==> config.mk <==
export PLATFORM = sky130hd
export DESIGN_NAME = sfifo_ctrl
export DESIGN_NICKNAME = d
export VERILOG_FILES = /design/src/rtl/sfifo_ostage.sv /design/src/rtl/sfifo_ctrl.sv
export SDC_FILE = /design/constraint.sdc
export NUM_CORES = 1
export LEC_CHECK = 0
export CAP_MARGIN = 5
export CORE_ASPECT_RATIO = 0.9
export CORE_MARGIN = 4
export CORE_UTILIZATION = 40
export CTS_BUF_LIST = sky130_fd_sc_hd__clkbuf_8 sky130_fd_sc_hd__clkbuf_16
export CTS_CLUSTER_DIAMETER = 40
export DETAILED_ROUTE_END_ITERATION = 8
export PLACE_DENSITY = 0.83
export SETUP_SLACK_MARGIN = 0.3
export SKIP_LAST_GASP = 1
export SLEW_MARGIN = 40
export SYNTH_ARGS = -nofsm -noshare
export SYNTH_HDL_FRONTEND = slang
export SYNTH_SLANG_ARGS = --single-unit
==> constraint.sdc <==
create_clock -name i_clk -period 6.7 [get_ports i_clk]
set_input_delay 1.34 -clock i_clk [delete_from_list [all_inputs] [get_ports i_clk]]
set_output_delay 1.34 -clock i_clk [all_outputs]
set_load 0.05 [all_outputs]
==> src/rtl/sfifo_ostage.sv <==
// Two-entry first-word-fall-through output buffer for the synchronous FIFO.
// Head is always the oldest word; the spare slides into head on a pop.
module sfifo_ostage #(
    parameter int BW = 32
) (
    input  logic          i_clk,
    input  logic          i_reset,
    input  logic          i_load,
    input  logic [BW-1:0] i_load_data,
    input  logic          i_pop,
    output logic [1:0]    o_occ,
    output logic [BW-1:0] o_head
);

    logic [BW-1:0] head_q, head_d;
    logic [BW-1:0] spare_q, spare_d;
    logic [1:0]    occ_q, occ_d;
    logic          pop_ok;

    always_comb begin
        head_d  = head_q;
        spare_d = spare_q;
        occ_d   = occ_q;
        pop_ok  = i_pop && (occ_q != 2'd0);

        if (pop_ok) begin
            head_d = spare_q;
            occ_d  = occ_q - 2'd1;
        end

        // A new word lands in the first slot left free after the pop shift.
        if (i_load) begin
            if (occ_d == 2'd0) begin
                head_d = i_load_data;
            end else begin
                spare_d = i_load_data;
            end
            occ_d = occ_d + 2'd1;
        end
    end

    always_ff @(posedge i_clk) begin
        if (i_reset) begin
            head_q  <= '0;
            spare_q <= '0;
            occ_q   <= 2'd0;
        end else begin
            head_q  <= head_d;
            spare_q <= spare_d;
            occ_q   <= occ_d;
        end
    end

    assign o_occ  = occ_q;
    assign o_head = head_q;

endmodule

==> src/rtl/sfifo_ctrl.sv <==
// Pointer, occupancy and memory-port arbitration for the synchronous FIFO.
// Drives a single-port sfifo_mem; writes win the port over prefetch reads.
module sfifo_ctrl #(
    parameter int BW     = 32,
    parameter int LGFLEN = 4
) (
    input  logic              i_clk,
    input  logic              i_reset,
    input  logic              i_wr,
    input  logic [BW-1:0]     i_data,
    output logic              o_full,
    input  logic              i_rd,
    output logic [BW-1:0]     o_data,
    output logic              o_empty,
    output logic [LGFLEN+1:0] o_fill,
    output logic              o_mem_wr,
    output logic [LGFLEN:0]   o_mem_wr_addr,
    output logic [BW-1:0]     o_mem_wdata,
    output logic              o_mem_rd,
    output logic [LGFLEN:0]   o_mem_rd_addr,
    input  logic [BW-1:0]     i_mem_rdata
);

    localparam int DEPTH = 1 << LGFLEN;
    localparam int PW    = LGFLEN + 1;
    localparam int FW    = LGFLEN + 2;

    logic [PW-1:0] wr_ptr_q, wr_ptr_d;
    logic [PW-1:0] rd_ptr_q, rd_ptr_d;
    logic [PW-1:0] mem_count_q, mem_count_d;
    logic          rd_inflight_q, rd_inflight_d;

    logic [1:0]    out_occ;
    logic [2:0]    avail;
    logic          wr_acc;
    logic          pop;
    logic          bypass;
    logic          mem_wr;
    logic          mem_rd;
    logic          load;
    logic [BW-1:0] load_data;

    always_comb begin
        o_empty = (out_occ == 2'd0);
        o_full  = (mem_count_q == PW'(DEPTH));
        wr_acc  = i_wr && !o_full;
        pop     = i_rd && !o_empty;
        avail   = 3'(out_occ) + 3'(rd_inflight_q) - 3'(pop);

        // Write straight into the output stage only when nothing older is queued.
        bypass  = wr_acc && (mem_count_q == '0) && !rd_inflight_q && (avail < 3'd2);

        mem_wr  = wr_acc && !bypass && !i_reset;
        mem_rd  = (mem_count_q != '0) && !mem_wr && (avail < 3'd2) && !i_reset;

        load      = bypass || rd_inflight_q;
        load_data = rd_inflight_q ? i_mem_rdata : i_data;

        wr_ptr_d      = wr_ptr_q + PW'(mem_wr);
        rd_ptr_d      = rd_ptr_q + PW'(mem_rd);
        mem_count_d   = mem_count_q + PW'(mem_wr) - PW'(mem_rd);
        rd_inflight_d = mem_rd;
    end

    always_ff @(posedge i_clk) begin
        if (i_reset) begin
            wr_ptr_q      <= '0;
            rd_ptr_q      <= '0;
            mem_count_q   <= '0;
            rd_inflight_q <= 1'b0;
        end else begin
            wr_ptr_q      <= wr_ptr_d;
            rd_ptr_q      <= rd_ptr_d;
            mem_count_q   <= mem_count_d;
            rd_inflight_q <= rd_inflight_d;
        end
    end

    sfifo_ostage #(
        .BW (BW)
    ) u_ostage (
        .i_clk       (i_clk),
        .i_reset     (i_reset),
        .i_load      (load),
        .i_load_data (load_data),
        .i_pop       (pop),
        .o_occ       (out_occ),
        .o_head      (o_data)
    );

    // Address MSB is tied low so the memory never sees an index past DEPTH-1.
    assign o_mem_wr      = mem_wr;
    assign o_mem_rd      = mem_rd;
    assign o_mem_wr_addr = {1'b0, wr_ptr_q[LGFLEN-1:0]};
    assign o_mem_rd_addr = {1'b0, rd_ptr_q[LGFLEN-1:0]};
    assign o_mem_wdata   = i_data;
    assign o_fill        = FW'(mem_count_q) + FW'(out_occ) + FW'(rd_inflight_q);

    always_ff @(posedge i_clk) begin
        if (!i_reset) begin
            assert (PW'(wr_ptr_q - rd_ptr_q) == mem_count_q);
            assert (!(mem_wr && mem_rd));
        end
    end

endmodule

==> run summary, run 1 <==
final setup violation count - 0
type of origin of the critical path - input port
top_reg_cell synth - sky130_fd_sc_hd__dfxtp_1
crit path max fanout - 3
input/output buffers - 149
total vias in the final route - 3679
origin of the critical flop-to-flop path - u_ostage.o_occ[1]
ant diodes - 0
VDD IR-drop max - 0.195 mV
final hold violation count - 0
cell taking the most area after synthesis - sky130_fd_sc_hd__dfxtp_1
initial core utilization - 40.9%
Row Count - 36
register bit count reported by yosys - 80
worst clock skew on the final layout - 0.00811 ns
clk root buf - sky130_fd_sc_hd__clkbuf_16
overall die area - 0.0129 mm^2
result of the run - completed
cts bufs inserted - 9
Detailed Route WL - 10300 um
maximum clock path buffer count - 2
overflow left after global routing - 0
period utilization - 78.4%
Peak Freq - 190 MHz
I/O pin count - 152
slowest stage cell on the critical path - sky130_fd_sc_hd__clkdlybuf4s50_1
end of the worst hold path - u_ostage.spare_q[1]
setup fix buffers added after clock tree synthesis - 0
maximum cell stage delay along the critical path - 0.47 ns
Clock Pin Slew Worst Setup and Hold Paths - 0.05 ns
unrepaired setup endpoints after global routing - false
leakage power figure - 0.00240 uW
worst hold start - u_ostage.spare_q[1]
type of the tightest min-delay check - reg2reg
post-CTS sizing - 0
Worst-Skew Late Latency - 0.32 ns
dominant cells by area after synthesis - sky130_fd_sc_hd__dfxtp_1, sky130_fd_sc_hd__mux2i_1, sky130_fd_sc_hd__buf_4
count of flip-flops with a built-in enable after synthesis - 0
required time at the worst-slack endpoint - 5.36 ns
reg2reg setup slack - 2.61 ns
cell depth of the worst hold path - 2
TritonCTS clock tree - yes
DIE WIDTH - 119 um
CTS H-tree lvls - 3
mean instance size in the synthesized netlist - 8.89 um^2
final net count - 687
number of slew-limit violations in the final report - 0
gate count after technology mapping - 500
min Tclk post-route - 5.25 ns
routed wire length per instance - 13.7 um
Critical Path AT - 3.91 ns
worst slew margin relative to its limit - 56.9%
antenna-violating nets left - 0
pwr dens - 440 mW/mm^2
mean number of vias per cell - 4.87
worst setup path start - i_rd
DRT iter0 DRCs - 216
YS warnings - 0
via count of the first global-routing pass - 3588
global-route wire length before repair - 16800 um
Place WS - 1.48 ns
sequential area share after synthesis - 36.0%
top-area cell type share of the netlist area - 36.0%
kind of end point of the critical path - output port
share of synthesized flip-flops with an asynchronous set or reset - 0%
global router's overall resource usage - 15.5%
synthesis-to-layout area growth - 35.7%
capture point of the worst reg-to-reg path - mem_count_q[4]
transition at the pin with the smallest max-transition slack - 0.647 ns
core box area - 0.0109 mm^2
most common library cells after synthesis - sky130_fd_sc_hd__dfxtp_1, sky130_fd_sc_hd__nand2_1, sky130_fd_sc_hd__mux2i_1
most numerous cell in the Yosys netlist - sky130_fd_sc_hd__dfxtp_1
clock sinks - 80
DRC violation count after routing - 0
share of final-layout standard cells stronger than drive strength 1 - 4.81%
hold buffers post-CTS - 0
Setup WS post-layout - 1.45 ns
DP Wirelength - 7510 um
TNS Setup - 0 ns
MaxCap Viol Count - 0
vertical die dimension - 108 um
classification of the worst setup path - in2out
number of antenna violations at the first check in global routing - 0
r2r worst-path depth - 18
largest net degree at the start of global routing - 72
Syn Std Cell Area - 0.00444 mm^2
placer's final routability congestion estimate - 0.884
critical-path cell list - clkdlybuf4s50_1, nand2b_2, inv_1, ha_1, nand2b_1, fa_1, xnor2_1, nand3_1, a21oi_1, nor3b_1, buf_4
TritonRoute pass-1 iters - 4
count of different cell masters after synthesis - 31
==> worst max-delay path: cells and delay by family <==
family	cells	cell delay, ns
buffers and inverters	3	0.83
and+or+nand+nor	4	0.80
xor gates and xnor gates	1	0.17
AOI/OAI and AO/OA	1	0.07
adders and majority gates	2	0.68
==> metal layers <==
metal	vias up	GRT usage (%)	share of wire (%)
li1	1833	-	-
met4	0	3.97	0.52
met2	103	27.1	49
met1	1739	18.8	45
met5	-	0	0
met3	4	4.76	5.8
==> cell usage in the layout, fill, tap and decap left out <==
cell and count:
sky130_fd_sc_hd__clkinv_2 1, sky130_fd_sc_hd__o21ai_0 33, sky130_fd_sc_hd__nor2b_1 7, sky130_fd_sc_hd__nand3b_1 1
sky130_fd_sc_hd__o21bai_1 1, sky130_fd_sc_hd__nand2b_1 35, sky130_fd_sc_hd__o41a_2 1, sky130_fd_sc_hd__a21oi_1 4
sky130_fd_sc_hd__a2111oi_2 1, sky130_fd_sc_hd__a211oi_1 1, sky130_fd_sc_hd__inv_1 17, sky130_fd_sc_hd__nand2_1 67
sky130_fd_sc_hd__nor3b_1 1, sky130_fd_sc_hd__fa_1 4, sky130_fd_sc_hd__nand2b_2 1, sky130_fd_sc_hd__a2111oi_0 1
sky130_fd_sc_hd__or3b_2 1, sky130_fd_sc_hd__a21o_1 1, sky130_fd_sc_hd__or3b_1 1, sky130_fd_sc_hd__nor2_1 45
sky130_fd_sc_hd__ha_1 16, sky130_fd_sc_hd__xor2_1 5, sky130_fd_sc_hd__clkdlybuf4s50_1 146, sky130_fd_sc_hd__o41ai_4 2
sky130_fd_sc_hd__xnor2_1 8, sky130_fd_sc_hd__o31ai_1 32, sky130_fd_sc_hd__nand3_1 3, sky130_fd_sc_hd__clkbuf_16 9
sky130_fd_sc_hd__buf_4 9, sky130_fd_sc_hd__dfxtp_1 79, sky130_fd_sc_hd__bufinv_16 3, sky130_fd_sc_hd__conb_1 2
sky130_fd_sc_hd__dfxtp_4 1, sky130_fd_sc_hd__mux2i_1 64
==> flip-flops by register name (all words and copies together) (netlist names) <==
register,cells
rd_ptr_q,4
u_ostage.o_occ,2
u_ostage.spare_q,32
mem_count_q,5
rd_inflight_q,1
u_ostage.o_head,32
wr_ptr_q,4
==> per-stage QoR <==
step / power (uW) / hold slack [ns] / std cells / util, % / area [um^2]
floorplan: 1790 / 0.448 / 501 / - / 4450
global placement: 2080 / 0.459 / 740 / 52.5 / 5700
detailed placement: 2130 / 0.464 / 740 / 52.5 / 5700
CTS: 2680 / 0.476 / 755 / 55.5 / 6030
global route: 2810 / 0.486 / 755 / 55.5 / 6030
finish: 2650 / 0.472 / 755 / 55.5 / 6030
==> worst max path at each step <==
| stage | endpoint | slack (ns) |
|---|---|---|
| 6_report | o_mem_wr | 1.45 |
| 4_1_cts | o_mem_rd | 1.48 |
| 2_1_floorplan | o_mem_wr | 0.83 |
| 3_5_place_dp | o_mem_rd | 1.48 |
| 5_1_grt | o_mem_rd | 1.38 |
| 3_3_place_gp | o_mem_rd | 1.54 |
==> final cells by class <==
cell class / count / area [um^2]
fill: 967 / 4830
multi-input combinational: 338 / 2320
sequential: 80 / 1610
timing repair buffer: 155 / 1530
clock buffer: 9 / 225
tap: 152 / 190
clock inverter: 6 / 103
inverter: 15 / 56.3
==> report_power, final <==
part / switching (uW) / internal (uW) / total, uW
sequential: 140 / 622 / 762
combinational: 848 / 506 / 1350
clock: 179 / 358 / 538
==> cell families (layout without fill, tap and decap cells) <==
kind of cell | after synthesis | after routing | synth area share (%)
multiplexers | 64 | 64 | 14.4
AO/OA/AOI/OAI | 77 | 77 | 12.0
adder cells (fa/ha/maj) | 20 | 20 | 6.31
AND/OR/NAND/NOR | 162 | 162 | 16.6
buffers and inverters | 83 | 185 | 12.0
flip-flops | 80 | 80 | 36.0
other | 1 | 2 | 0.0844
XOR/XNOR | 13 | 13 | 2.56
No activity file was read; power rests on OpenSTA's default activity.
==> run 2, diff against run 1 <==
Settings changed: PLACE_DENSITY 0.83 to 0.86.
Clock period 6.7 ns to 4.75 ns, I/O delays scaled along.
==> run 2 against run 1 <==
  * Flip-flop and latch count unchanged
  * Highest routed layer unchanged
  * Clock-buffer cell count unchanged
  * Cell count rose by 0.26%
  * Via count down 1.1%
  * Combinational power increased by 50%
  * Critical endpoint unchanged
  * Setup slack worse by 0.91 ns
  * Sequential power grew 31%
  * Non-clock buffer count increased by 1
  * First-iteration DRC count fell by 21%
  * Sequential share of layout area shrank 0.21 points
==> run summary, run 2 (synthesized netlist as in run 1, its figures left out) <==
result of the run - completed
vertical die dimension - 108 um
final setup violation count - 0
routed wire length per instance - 13.7 um
Critical Path AT - 3.26 ns
leading cell type in the layout, fill and taps excluded - sky130_fd_sc_hd__clkdlybuf4s50_1
post-CTS sizing - 0
total vias in the final route - 3640
Row Count - 36
type of the tightest min-delay check - reg2reg
sequential share of power - 27.1%
area of all placed cells without fillers - 0.00607 mm^2
Clock Pin Slew Worst Setup and Hold Paths - 0.06 ns
VDD IR-drop max - 0.252 mV
number of antenna violations at the first check in global routing - 0
via count of the first global-routing pass - 3754
ant diodes - 0
input/output buffers - 149
final net count - 688
TNS Setup - 0 ns
cts bufs inserted - 9
transition at the pin with the smallest max-transition slack - 0.684 ns
unrepaired setup endpoints after global routing - false
TritonCTS clock tree - yes
Switching Share - 45.1%
overflow left after global routing - 0
overall die area - 0.0129 mm^2
period utilization - 88.6%
pwr dens - 610 mW/mm^2
worst clock skew on the final layout - 0.00964 ns
leakage power figure - 0.00239 uW
I/O pin count - 152
type of origin of the critical path - input port
largest net degree at the start of global routing - 74
required time at the worst-slack endpoint - 3.80 ns
DRT iter0 DRCs - 171
commonest cells after routing, fill and taps aside - sky130_fd_sc_hd__clkdlybuf4s50_1, sky130_fd_sc_hd__dfxtp_1, sky130_fd_sc_hd__nand2_1, sky130_fd_sc_hd__mux2i_1, sky130_fd_sc_hd__nor2_1
global-route wire length before repair - 17100 um
mean number of vias per cell - 4.81
synthesis-to-layout area growth - 36.5%
Internal Pwr Total - 2030 uW
final core utilization - 55.9%
share of final-layout standard cells stronger than drive strength 1 - 6.45%
maximum clock path buffer count - 2
MaxCap Viol Count - 0
hold buffers post-CTS - 0
crit path max fanout - 3
global router's overall resource usage - 15.8%
DP Wirelength - 7540 um
clock network fraction of total power - 18.0%
post-route insts no fill - 757
classification of the worst setup path - in2out
clk root buf - sky130_fd_sc_hd__clkbuf_16
DRC violation count after routing - 0
area post-placement - 0.00578 mm^2
worst slew margin relative to its limit - 54.4%
Comb power frac - 55.0%
antenna-violating nets left - 0
CTS H-tree lvls - 3
number of slew-limit violations in the final report - 0
Detailed Route WL - 10400 um
initial core utilization - 40.9%
Worst-Skew Late Latency - 0.33 ns
TritonRoute pass-1 iters - 5
clock sinks - 80
core box area - 0.0109 mm^2
switching pwr - 1670 uW
min Tclk post-route - 4.21 ns
setup fix buffers added after clock tree synthesis - 0
placer's final routability congestion estimate - 0.775
kind of end point of the critical path - output port
DIE WIDTH - 119 um
final hold violation count - 0
Peak Freq - 238 MHz
total instance count after detailed placement - 741
## run 2: cell count changes in the layout (fill, tap and decap cells not counted), sizes merged
cell	change
clkinvlp	+3
bufinv	-2
buf	+1
## run 2: cell type report
cell class,instances,area (um^2)
Clock buffer,9,225
Clock inverter,7,65.1
Fill cell,987,4790
Inverter,15,56.3
Multi-Input combinational cell,338,2370
Sequential cell,80,1600
Tap cell,152,190
Timing Repair Buffer,156,1560
## run 2: power by group through the flow
stage / clock (uW) / combinational (uW) / sequential, uW
3_5_place_dp: 0 / 2050 / 1020
2_1_floorplan: 0 / 1240 / 1330
4_1_cts: 686 / 2060 / 1000
3_3_place_gp: 0 / 1980 / 1010
5_1_grt: 714 / 2190 / 1030
6_report: 665 / 2030 / 1000
## run 2: routing by layer
layer	vias to the layer above	part of all wire, %	track usage (%)
met5	-	0	0
li1	1841	-	-
met2	97	51	28.8
met4	0	1.0	4.05
met3	12	4.6	4.13
met1	1690	44	18.4
## run 2: worst max-delay path, stage by stage
cell and delay [ns]:
sky130_fd_sc_hd__clkdlybuf4s50_1 0.41, sky130_fd_sc_hd__nand2b_2 0.08, sky130_fd_sc_hd__inv_1 0.04, sky130_fd_sc_hd__ha_1 0.31
sky130_fd_sc_hd__nand2b_4 0.16, sky130_fd_sc_hd__fa_2 0.41, sky130_fd_sc_hd__xnor2_2 0.16, sky130_fd_sc_hd__nand3_1 0.10
sky130_fd_sc_hd__a21oi_1 0.07, sky130_fd_sc_hd__nor3b_2 0.37, sky130_fd_sc_hd__buf_12 0.19
## run 2: stage by stage
step	hold slack (ns)	setup WS, ns	total power [uW]
global route	0.494	0.368	3930
CTS	0.478	0.522	3750
floorplan	0.448	0.307	2570
global placement	0.458	0.479	2990
detailed placement	0.467	0.390	3060
finish	0.475	0.542	3700
## run 2: path summary, 6_finish.rpt
path,from,end,slack [ns],cells after the start
worst max-delay path,i_rd,o_mem_wr,0.54,11
worst max register to register,u_ostage.o_occ[1],mem_count_q[4],0.89,18
worst min register to register,u_ostage.spare_q[13],u_ostage.spare_q[13],0.48,2
worst min-delay path,u_ostage.spare_q[13],u_ostage.spare_q[13],0.48,2
==> run 3, diff against run 2 <==
Settings changed: CORE_UTILIZATION 40 to 41, PLACE_DENSITY 0.86 to 0.88, SYNTH_HIERARCHICAL from default to 1.
==> run 3 against run 2 <==
  * Clock-buffer cell count unchanged
  * Critical endpoint is now o_mem_rd
  * Clock skew down 0.0030 ns
  * Synthesized area shrank 2.8%
==> run summary, run 3 <==
origin of the critical flop-to-flop path - u_ostage/o_occ[1]
routed wire length per instance - 15.4 um
final hold violation count - 0
fill cell count - 875
share of final-layout standard cells stronger than drive strength 1 - 14.6%
worst clock skew on the final layout - 0.00659 ns
type of the tightest min-delay check - reg2reg
number of antenna violations at the first check in global routing - 0
sequential area share after synthesis - 37.1%
top_reg_cell synth - sky130_fd_sc_hd__dfxtp_1
YS warnings - 6
maximum clock path buffer count - 2
largest net degree at the start of global routing - 49
slowest stage cell on the critical path - sky130_fd_sc_hd__clkdlybuf4s50_1
cts bufs inserted - 9
count of flip-flops with a built-in enable after synthesis - 0
TritonCTS clock tree - yes
Syn Std Cell Area - 0.00432 mm^2
number of slew-limit violations in the final report - 0
leakage power figure - 0.00239 uW
critical-path cell list - clkdlybuf4s50_1, nor2b_2, ha_1, nand2b_1, fa_1, xnor2_2, nand2_2, nor4_4, buf_4, buf_12
core box area - 0.0102 mm^2
end of the worst hold path - u_ostage/spare_q[22]
r2r worst-path depth - 15
Place WS - 0.200 ns
unrepaired setup endpoints after global routing - false
crit path max fanout - 5
Critical Path AT - 3.37 ns
maximum cell stage delay along the critical path - 0.46 ns
transition at the pin with the smallest max-transition slack - 0.767 ns
TNS Setup - 0 ns
min Tclk post-route - 4.32 ns
synthesis-to-layout area growth - 37.5%
Row Count - 35
vertical die dimension - 105 um
hold buffers post-CTS - 0
clock sinks - 80
TritonRoute pass-1 iters - 4
worst slew margin relative to its limit - 48.9%
DRC violation count after routing - 0
cell taking the most area after synthesis - sky130_fd_sc_hd__dfxtp_1
share of synthesized flip-flops with an asynchronous set or reset - 0%
total vias in the final route - 3607
most common library cells after synthesis - sky130_fd_sc_hd__dfxtp_1, sky130_fd_sc_hd__nand2_1, sky130_fd_sc_hd__nor2_1
dominant delay contributor by cell family on the critical path - buffers and inverters
type of origin of the critical path - input port
overflow left after global routing - 0
required time at the worst-slack endpoint - 3.80 ns
register bit count reported by yosys - 80
cell depth of the worst hold path - 2
Worst-Skew Late Latency - 0.33 ns
global router's overall resource usage - 17.2%
capture point of the worst reg-to-reg path - mem_count_q[4]
classification of the worst setup path - in2out
VDD IR-drop max - 0.485 mV
most numerous cell in the Yosys netlist - sky130_fd_sc_hd__dfxtp_1
DIE WIDTH - 116 um
commonest cells after routing, fill and taps aside - sky130_fd_sc_hd__clkdlybuf4s50_1, sky130_fd_sc_hd__dfxtp_1, sky130_fd_sc_hd__nand2_1, sky130_fd_sc_hd__nor2_1, sky130_fd_sc_hd__mux2_2
antenna-violating nets left - 0
CTS H-tree lvls - 3
input/output buffers - 149
final setup violation count - 0
mean number of vias per cell - 5.12
Setup WS post-layout - 0.426 ns
Clock Pin Slew Worst Setup and Hold Paths - 0.06 ns
pwr dens - 600 mW/mm^2
worst hold start - u_ostage/spare_q[22]
count of different cell masters after synthesis - 42
Peak Freq - 231 MHz
top-area cell type share of the netlist area - 37.1%
mean instance size in the synthesized netlist - 9.31 um^2
dominant cells by area after synthesis - sky130_fd_sc_hd__dfxtp_1, sky130_fd_sc_hd__mux2_2, sky130_fd_sc_hd__mux2i_1
initial core utilization - 42.2%
global-route wire length before repair - 17300 um
result of the run - completed
reg2reg setup slack - 1.10 ns
gate count after technology mapping - 464
leading cell type in the layout, fill and taps excluded - sky130_fd_sc_hd__clkdlybuf4s50_1
final net count - 657
DP Wirelength - 7700 um
I/O pin count - 152
overall die area - 0.0122 mm^2
ant diodes - 0
placer's final routability congestion estimate - 0.776
period utilization - 91.0%
clk root buf - sky130_fd_sc_hd__clkbuf_16
critical path buffer and inverter count - 3
via count of the first global-routing pass - 3760
DRT iter0 DRCs - 152
kind of end point of the critical path - output port
Detailed Route WL - 10900 um
MaxCap Viol Count - 0
-- run 3: cell count changes after synthesis, sizes merged, moves of 3 or more --
cell / previous run / this run
a211oi: 1 / 32
mux2: 0 / 34
nor2b: 7 / 11
inv: 15 / 11
clkbuf: 18 / 10
nor4: 0 / 3
nand2b: 36 / 3
mux2i: 64 / 32
buf: 48 / 53
a21oi: 4 / 36
o31ai: 32 / 1
o21ai: 33 / 1
-- run 3: kinds of logic after synthesis --
group / Yosys count / synth area share, %
AND/OR/NAND/NOR: 139 / 15.1
flip-flops: 80 / 37.1
AO/OA/AOI/OAI: 74 / 11.5
buffers and inverters: 74 / 11.7
multiplexers: 66 / 16.3
adder cells (fa/ha/maj): 18 / 5.91
XOR/XNOR: 12 / 2.43
other: 1 / 0.0868
-- run 3: worst max path at each step --
stage | slack, ns | endpoint | cells past startpoint | from
2_1_floorplan | 0.42 | mem_count_q[4] | 14 | i_rd
3_3_place_gp | 0.31 | mem_count_q[4] | 15 | i_rd
3_5_place_dp | 0.20 | mem_count_q[4] | 15 | i_rd
4_1_cts | 0.31 | o_mem_rd | 10 | i_rd
5_1_grt | 0.31 | o_mem_rd | 10 | i_rd
6_report | 0.43 | o_mem_rd | 10 | i_rd
-- run 3: what timing repair did --
item,CTS,global route
gates resized for setup,1,2
setup buffers,0,0
gates cloned,0,0
endpoints found under the setup margin,1,2
pin swaps,0,1
-- run 3: tightest hold or removal path, stage by stage (launching register included) --
cell and delay [ns]:
sky130_fd_sc_hd__dfxtp_1 0.31, sky130_fd_sc_hd__nand2_1 0.05, sky130_fd_sc_hd__a21oi_1 0.05
-- run 3: cell type report --
type | instances | area (um^2) | share of cell area [%]
clock buffer | 9 | 225 | 3.79
clock inverter | 7 | 101 | 1.71
inverter | 11 | 41.3 | 0.695
multi-input combinational | 311 | 2240 | 37.6
sequential | 80 | 1600 | 27.0
tap | 129 | 161 | 2.72
timing repair buffer | 158 | 1570 | 26.5
-- run 3: routing by layer --
metal | vias up | part of all wire [%] | GRT usage, %
met4 | 0 | 1.8 | 6.13
met2 | 114 | 50 | 30.2
met1 | 1709 | 42 | 19.2
li1 | 1764 | - | -
met5 | - | 0 | 0
met3 | 20 | 6.8 | 5.51
-- run 3: report_power, final --
part           switching (uW)  internal [uW]
sequential                111            836
combinational            1140            719
clock                     295            466
total                    1540           2020
-- run 3: per-stage QoR --
stage / total power, uW / util (%) / hold WS, ns / cell area, um^2 / std cells
floorplan: 2290 / - / 0.436 / 4330 / 465
global placement: 2720 / 54.7 / 0.441 / 5600 / 689
detailed placement: 2790 / 54.7 / 0.446 / 5600 / 689
CTS: 3570 / 57.9 / 0.455 / 5930 / 705
global route: 3770 / 58.0 / 0.471 / 5940 / 705
finish: 3560 / 58.0 / 0.454 / 5940 / 705
